File: config.mk
export PLATFORM = sky130hd
export DESIGN_NAME = gpo_pad_seq_flat
export DESIGN_NICKNAME = d
export VERILOG_FILES = /design/src/rtl/gpo_pad_seq_if.sv /design/src/rtl/gpo_pad_seq.sv /design/src/flat_wrapper.sv
export SDC_FILE = /design/constraint.sdc
export NUM_CORES = 1
export LEC_CHECK = 0
export BUFFER_PORTS_ARGS = -buffer_cell sky130_fd_sc_hd__clkbuf_2
export CAP_MARGIN = 15
export CELL_PAD_IN_SITES_DETAIL_PLACEMENT = 1
export CELL_PAD_IN_SITES_GLOBAL_PLACEMENT = 1
export CORE_MARGIN = 4
export CORE_UTILIZATION = 41
export CTS_BUF_LIST = sky130_fd_sc_hd__clkbuf_8
export DETAILED_ROUTE_END_ITERATION = 8
export GPL_ROUTABILITY_DRIVEN = 0
export PLACE_DENSITY_LB_ADDON = 0.1
export RECOVER_POWER = 25
export SYNTH_ARGS = -nofsm -noshare
export SYNTH_HDL_FRONTEND = slang
export SYNTH_SLANG_ARGS = --single-unit
File: constraint.sdc
create_clock -name clk_i -period 2.05 [get_ports clk_i]
set_clock_uncertainty 0.1 [all_clocks]
set_input_delay 0.205 -clock clk_i [delete_from_list [all_inputs] [get_ports clk_i]]
set_output_delay 0.205 -clock clk_i [all_outputs]
set_load 0.01 [all_outputs]
File: src/rtl/gpo_pad_seq_if.sv
// rtl/gpo_pad_seq_if.sv - config request handshake between pad-config block and gpo_pad_seq
interface gpo_pad_seq_if;
  logic       cfg_valid_i;
  logic       cfg_ready_o;
  logic [1:0] cfg_ds_i;
  logic       cfg_sr_i;
  logic       cfg_co_i;
  logic       cfg_odp_i;
  logic       cfg_odn_i;
  logic       cfg_oe_i;

  modport master (
    output cfg_valid_i, cfg_ds_i, cfg_sr_i, cfg_co_i, cfg_odp_i, cfg_odn_i, cfg_oe_i,
    input  cfg_ready_o
  );

  modport slave (
    input  cfg_valid_i, cfg_ds_i, cfg_sr_i, cfg_co_i, cfg_odp_i, cfg_odn_i, cfg_oe_i,
    output cfg_ready_o
  );
endinterface

File: src/rtl/gpo_pad_seq.sv
// rtl/gpo_pad_seq.sv - glitch-free configuration sequencer for one GPO output pad
module gpo_pad_seq #(
  parameter int SETTLE_CYC = 4,
  parameter int BIAS_TMO   = 64
) (
  input  logic          clk_i,
  input  logic          rst_i,
  gpo_pad_seq_if.slave  cfg,
  input  logic          do_i,
  input  logic          vbias_ok_i,
  input  logic          err_clr_i,
  output logic          pad_do_o,
  output logic [1:0]    pad_ds_o,
  output logic          pad_sr_o,
  output logic          pad_co_o,
  output logic          pad_oe_o,
  output logic          pad_odp_o,
  output logic          pad_odn_o,
  output logic          busy_o,
  output logic          err_bias_o
);

  typedef enum logic [2:0] {
    ST_OFF,
    ST_ON,
    ST_QUIESCE,
    ST_APPLY,
    ST_BIAS
  } state_t;

  typedef struct packed {
    logic [1:0] ds;
    logic       sr;
    logic       co;
    logic       odp;
    logic       odn;
    logic       oe;
  } pad_cfg_t;

  localparam logic [15:0] SETTLE_LAST = 16'(SETTLE_CYC - 1);
  localparam logic [15:0] BIAS_LAST   = 16'(BIAS_TMO - 1);

  state_t      state_q, state_d;
  logic [15:0] cnt_q, cnt_d;
  pad_cfg_t    sh_q, sh_d, req;

  logic [1:0]  ds_d;
  logic        sr_d, co_d, odp_d, odn_d, oe_d;
  logic        ready_d, busy_d, err_d, err_set;
  logic        bias_loss, accept;

  assign req = '{ds: cfg.cfg_ds_i, sr: cfg.cfg_sr_i, co: cfg.cfg_co_i,
                 odp: cfg.cfg_odp_i, odn: cfg.cfg_odn_i, oe: cfg.cfg_oe_i};

  // next-state, shadow and pad-control decode
  always_comb begin
    state_d = state_q;
    cnt_d   = cnt_q;
    sh_d    = sh_q;
    ds_d    = pad_ds_o;
    sr_d    = pad_sr_o;
    co_d    = pad_co_o;
    odp_d   = pad_odp_o;
    odn_d   = pad_odn_o;
    oe_d    = pad_oe_o;
    err_set = 1'b0;

    // Losing bias while driving wins over a new request in the same cycle.
    bias_loss = (state_q == ST_ON) && (pad_ds_o != 2'b00) && !vbias_ok_i;
    accept    = cfg.cfg_valid_i && cfg.cfg_ready_o && !bias_loss;

    case (state_q)
      ST_OFF: begin
        if (accept) begin
          // OE is already low, so the new drive settings go straight to the pad.
          sh_d    = req;
          ds_d    = req.ds;
          sr_d    = req.sr;
          co_d    = req.co;
          odp_d   = req.odp;
          odn_d   = req.odn;
          oe_d    = 1'b0;
          state_d = ST_APPLY;
        end
      end
      ST_ON: begin
        if (bias_loss) begin
          oe_d    = 1'b0;
          err_set = 1'b1;
          cnt_d   = '0;
          state_d = ST_BIAS;
        end else if (accept) begin
          sh_d    = req;
          oe_d    = 1'b0;
          cnt_d   = '0;
          state_d = ST_QUIESCE;
        end
      end
      ST_QUIESCE: begin
        if (cnt_q == SETTLE_LAST) begin
          ds_d    = sh_q.ds;
          sr_d    = sh_q.sr;
          co_d    = sh_q.co;
          odp_d   = sh_q.odp;
          odn_d   = sh_q.odn;
          state_d = ST_APPLY;
        end else begin
          cnt_d = cnt_q + 16'd1;
        end
      end
      ST_APPLY: begin
        if ((sh_q.ds != 2'b00) && !vbias_ok_i) begin
          cnt_d   = '0;
          state_d = ST_BIAS;
        end else begin
          oe_d    = sh_q.oe;
          state_d = sh_q.oe ? ST_ON : ST_OFF;
        end
      end
      ST_BIAS: begin
        if (vbias_ok_i) begin
          oe_d    = sh_q.oe;
          state_d = sh_q.oe ? ST_ON : ST_OFF;
        end else if (cnt_q == BIAS_LAST) begin
          // Give up on the bias: fall back to the weakest drive and flag it.
          ds_d    = 2'b00;
          err_set = 1'b1;
          oe_d    = sh_q.oe;
          state_d = sh_q.oe ? ST_ON : ST_OFF;
        end else begin
          cnt_d = cnt_q + 16'd1;
        end
      end
      default: begin
        oe_d    = 1'b0;
        state_d = ST_OFF;
      end
    endcase

    ready_d = (state_d == ST_OFF) || (state_d == ST_ON);
    busy_d  = !ready_d;
    err_d   = err_set ? 1'b1 : (err_clr_i ? 1'b0 : err_bias_o);
  end

  // state and registered outputs; reset aborts any sequence in progress
  always_ff @(posedge clk_i) begin
    if (rst_i) begin
      state_q         <= ST_OFF;
      cnt_q           <= '0;
      sh_q            <= '0;
      pad_do_o        <= 1'b0;
      pad_ds_o        <= 2'b00;
      pad_sr_o        <= 1'b0;
      pad_co_o        <= 1'b0;
      pad_oe_o        <= 1'b0;
      pad_odp_o       <= 1'b0;
      pad_odn_o       <= 1'b0;
      cfg.cfg_ready_o <= 1'b1;
      busy_o          <= 1'b0;
      err_bias_o      <= 1'b0;
    end else begin
      state_q         <= state_d;
      cnt_q           <= cnt_d;
      sh_q            <= sh_d;
      pad_do_o        <= do_i;
      pad_ds_o        <= ds_d;
      pad_sr_o        <= sr_d;
      pad_co_o        <= co_d;
      pad_oe_o        <= oe_d;
      pad_odp_o       <= odp_d;
      pad_odn_o       <= odn_d;
      cfg.cfg_ready_o <= ready_d;
      busy_o          <= busy_d;
      err_bias_o      <= err_d;
    end
  end

endmodule

File: src/flat_wrapper.sv
// flat-port wrapper written by rule: the top's interface ports become plain ports
module gpo_pad_seq_flat 
#(
  parameter int SETTLE_CYC = 4,
  parameter int BIAS_TMO   = 64
)
  (clk_i, rst_i, do_i, vbias_ok_i, err_clr_i, pad_do_o, pad_ds_o, pad_sr_o, pad_co_o, pad_oe_o, pad_odp_o, pad_odn_o, busy_o, err_bias_o, cfg_cfg_valid_i, cfg_cfg_ds_i, cfg_cfg_sr_i, cfg_cfg_co_i, cfg_cfg_odp_i, cfg_cfg_odn_i, cfg_cfg_oe_i, cfg_cfg_ready_o);
  gpo_pad_seq_if cfg_i ();
  input  logic clk_i;
  input  logic rst_i;
  input  logic do_i;
  input  logic vbias_ok_i;
  input  logic err_clr_i;
  output logic pad_do_o;
  output logic [1:0] pad_ds_o;
  output logic pad_sr_o;
  output logic pad_co_o;
  output logic pad_oe_o;
  output logic pad_odp_o;
  output logic pad_odn_o;
  output logic busy_o;
  output logic err_bias_o;
  input wire logic [$bits(cfg_i.cfg_valid_i)-1:0] cfg_cfg_valid_i;
  input wire logic [$bits(cfg_i.cfg_ds_i)-1:0] cfg_cfg_ds_i;
  input wire logic [$bits(cfg_i.cfg_sr_i)-1:0] cfg_cfg_sr_i;
  input wire logic [$bits(cfg_i.cfg_co_i)-1:0] cfg_cfg_co_i;
  input wire logic [$bits(cfg_i.cfg_odp_i)-1:0] cfg_cfg_odp_i;
  input wire logic [$bits(cfg_i.cfg_odn_i)-1:0] cfg_cfg_odn_i;
  input wire logic [$bits(cfg_i.cfg_oe_i)-1:0] cfg_cfg_oe_i;
  output wire logic [$bits(cfg_i.cfg_ready_o)-1:0] cfg_cfg_ready_o;
  assign cfg_i.cfg_valid_i = cfg_cfg_valid_i;
  assign cfg_i.cfg_ds_i = cfg_cfg_ds_i;
  assign cfg_i.cfg_sr_i = cfg_cfg_sr_i;
  assign cfg_i.cfg_co_i = cfg_cfg_co_i;
  assign cfg_i.cfg_odp_i = cfg_cfg_odp_i;
  assign cfg_i.cfg_odn_i = cfg_cfg_odn_i;
  assign cfg_i.cfg_oe_i = cfg_cfg_oe_i;
  assign cfg_cfg_ready_o = cfg_i.cfg_ready_o;
  gpo_pad_seq #(.SETTLE_CYC(SETTLE_CYC), .BIAS_TMO(BIAS_TMO)) u_core (.clk_i(clk_i), .rst_i(rst_i), .cfg(cfg_i), .do_i(do_i), .vbias_ok_i(vbias_ok_i), .err_clr_i(err_clr_i), .pad_do_o(pad_do_o), .pad_ds_o(pad_ds_o), .pad_sr_o(pad_sr_o), .pad_co_o(pad_co_o), .pad_oe_o(pad_oe_o), .pad_odp_o(pad_odp_o), .pad_odn_o(pad_odn_o), .busy_o(busy_o), .err_bias_o(err_bias_o));
endmodule
==> results.yml <==
timing:
  setup_viol: 0
  fin_hold_ws_ns: 0.02898
  setup_ws_ns: 0.03152
  period_share_pct: 98.46
  rsz0062_at_grt: "yes"
  max_freq_ghz: 0.4954
  finalCriticalPeriod_ns: 2.018
  drv_slew: 0
  maxSlewHeadroom_pct: 35.75
  worstMarginPinSlew_ns: 0.9638
  hold_violations: 0
routing:
  routed_wl_mm: 6.562
  viasPerCell: 5.862
  drt-wirelength-per-cell_microns: 17.74
  vias: 2169
  drc: 0
  firstDrtPassIters: 4
  drt_first_iter_violations: 133
  ant_nets: 0
synth:
  synth_most_common_cell: "dfxtp_1"
  synthTopCellsByCount: "dfxtp_1, nor2_1, nand2_1, a21oi_1, nor2b_1"
  async_flop_share_pct: 0
  netlist.area_leader.share_pct: 34.58
  syn_inst: 249
  yosys.area.top_type: "dfxtp_1"
  synth_area_sq_mm: 0.002142
  ys_types: 55
  syn_area_per_cell_sq_um: 8.603
  synth_edf_count: 0
  synth_area_leaders: "dfxtp_1, mux2i_1, nor2b_1"
  synthFlopType: "dfxtp_1"
  ys_warn_count: 0
  ys_ff_latch: 37
  synth_fp_nets: 263
  seq_area_frac_synth_pct: 34.58
setup_path:
  path_max_fanout: 8
  crit_required_ns: 2.14
  crit_chain: "ha_4 > and3_4 > nand4_1 > a211oi_4 > or4_4 > buf_8 > o41ai_2"
  r2r_slack_ns: 0.03
  max_stage_delay_ns: 0.51
  slowest_stage: "or4_4"
  cpLargestDelayFamily: "simple AND/OR/NAND/NOR gates"
  critPathArrivalTime_ns: 2.11
  crit_type: "flip-flop to flip-flop"
  cp-start-kind: "flip-flop"
  cp.buffers_inverters: 1
  worstSetupEndpointType: "flip-flop"
grt:
  grt_pass1_wl_mm: 11.04
  grt_usage_pct: 21.59
  grt_max_degree: 20
  grt_pass1_vias: 2283
  antenna_found_initial: 0
  overflow: 0
clocking:
  tritoncts.num_buffers: 5
  cts_max_level: 2
  postCtsSetupBuffers: 0
  cts_tree: "built"
  ctsHoldBuffers: 0
  cts.sinks: 37
  cts.path.max_buffers: 2
  worst_setup_hold_path_clk_slew_ns: 0.08
  root_buffer: "clkbuf_8"
  clock_latency_ns: 0.28
placed_design:
  dp.cells: 363
  place_ws_ns: -0.04028
  hpwl_mm: 4.639
  place_area_sq_mm: 0.002556
  port_buffers: 23
power_and_ir_drop:
  ir_drop_mv: 0.3289
  powerDensity_mw_per_mm2: 651.0
  p_leak_nw: 1.052
  finalPower_mw: 1.801
floorplan:
  dieArea_sq_mm: 0.006445
  core.rowCount: 26
  io_pins: 24
  start_util_pct: 42.21
  die-width_microns: 80.28
  design.core.area_sq_mm: 0.005075
  dieHeight_microns: 80.28
final_layout:
  fill_cells: 640
  stdcell_count: 370
  area_growth_syn_to_layout_pct: 29.15
  final_cell_area_sq_mm: 0.002766
  drive_above_1_share_pct: 32.33
  diodes: 0
  num-nets-final: 314
hold_path:
  hp-class: "input port to flip-flop"
job:
  drv_cap: 0
status:
  status: "complete, no violations"
-- cell usage in the layout (no fill, tap or decap), types with 6 or more instances in the layout --
| cell | count |
|---|---|
| buf_4 | 37 |
| nand4_1 | 6 |
| o31ai_2 | 7 |
| mux2i_1 | 13 |
| clkbuf_2 | 14 |
| nand3_1 | 7 |
| nand2_1 | 19 |
| nor2_1 | 22 |
| nor2b_1 | 14 |
| nor4_1 | 6 |
| inv_1 | 7 |
| o41ai_2 | 7 |
| dfxtp_1 | 32 |
| a21oi_1 | 14 |
| clkbuf_1 | 10 |
-- routing by layer --
layer  share of wire (%)  vias to the layer above  global-route usage [%]
met1                  46                     1060                   27.00
met2                  49                       53                   38.25
met5                   0                        -                       0
li1                    -                     1050                       -
met3                 3.7                        6                   3.475
met4                0.78                        0                   5.574
-- where the power goes --
| part | switching, mW | total [mW] | internal [mW] |
|---|---|---|---|
| Combinational | 0.232 | 0.401 | 0.169 |
| Sequential | 0.0269 | 0.784 | 0.757 |
| Clock | 0.262 | 0.616 | 0.354 |
-- final cells by class --
cell class	count	area [sq um]	share of cell area, %
inverters	9	33.78	1.221
well taps	70	87.58	3.166
repair buffers	63	420.4	15.20
flip-flops and latches	37	747.0	27.00
clock inverters	2	35.03	1.266
clock buffers	5	68.82	2.488
multi-input cells	184	1374	49.66
-- flip-flops by register name, indices dropped and copies added, names as in the netlist, 2 cells and up --
| register | cells |
|---|---|
| u_core.state_q | 3 |
| u_core.pad_ds_o | 2 |
| u_core.sh_q | 7 |
| u_core.cnt_q | 16 |
-- final timing paths --
path	depth (start not counted)	to	startpoint
hold / removal	2	u_core.pad_do_o$_SDFF_PP0_	do_i
setup / recovery	7	u_core.cnt_q[8]$_SDFFE_PP0P_	u_core.cnt_q[0]$_SDFFE_PP0P_
hold reg to reg	2	u_core.pad_ds_o[1]$_SDFFE_PP0P_	u_core.pad_ds_o[1]$_SDFFE_PP0P_
setup reg to reg	7	u_core.cnt_q[8]$_SDFFE_PP0P_	u_core.cnt_q[0]$_SDFFE_PP0P_
-- stage by stage --
step / TNS [ns] / util, %
6_report: 0 / 54.51
5_1_grt: -0.08827 / 54.51
4_1_cts: 0 / 52.61
3_5_place_dp: -0.06769 / 50.37
3_3_place_gp: 0 / 50.37
2_1_floorplan: 0 / -
-- timing repair --
item / CTS / global route
gates resized for setup: 4 / 17
pin swaps: 1 / 0
setup endpoints to repair: 9 / 29
-- kinds of logic (layout without fill, tap and decap cells) --
kind of cell,Yosys count,count (layout),share of synthesized area [%]
buffers and inverters,28,79,6.776
adder cells (fa/ha/maj),1,1,0.5840
multiplexers,13,13,6.075
AND/OR/NAND/NOR,101,101,25.76
flip-flops,37,37,34.58
XOR/XNOR,1,1,0.4090
AO/OA/AOI/OAI,68,68,25.82
Note: power is estimated with default switching activity, not from simulation.
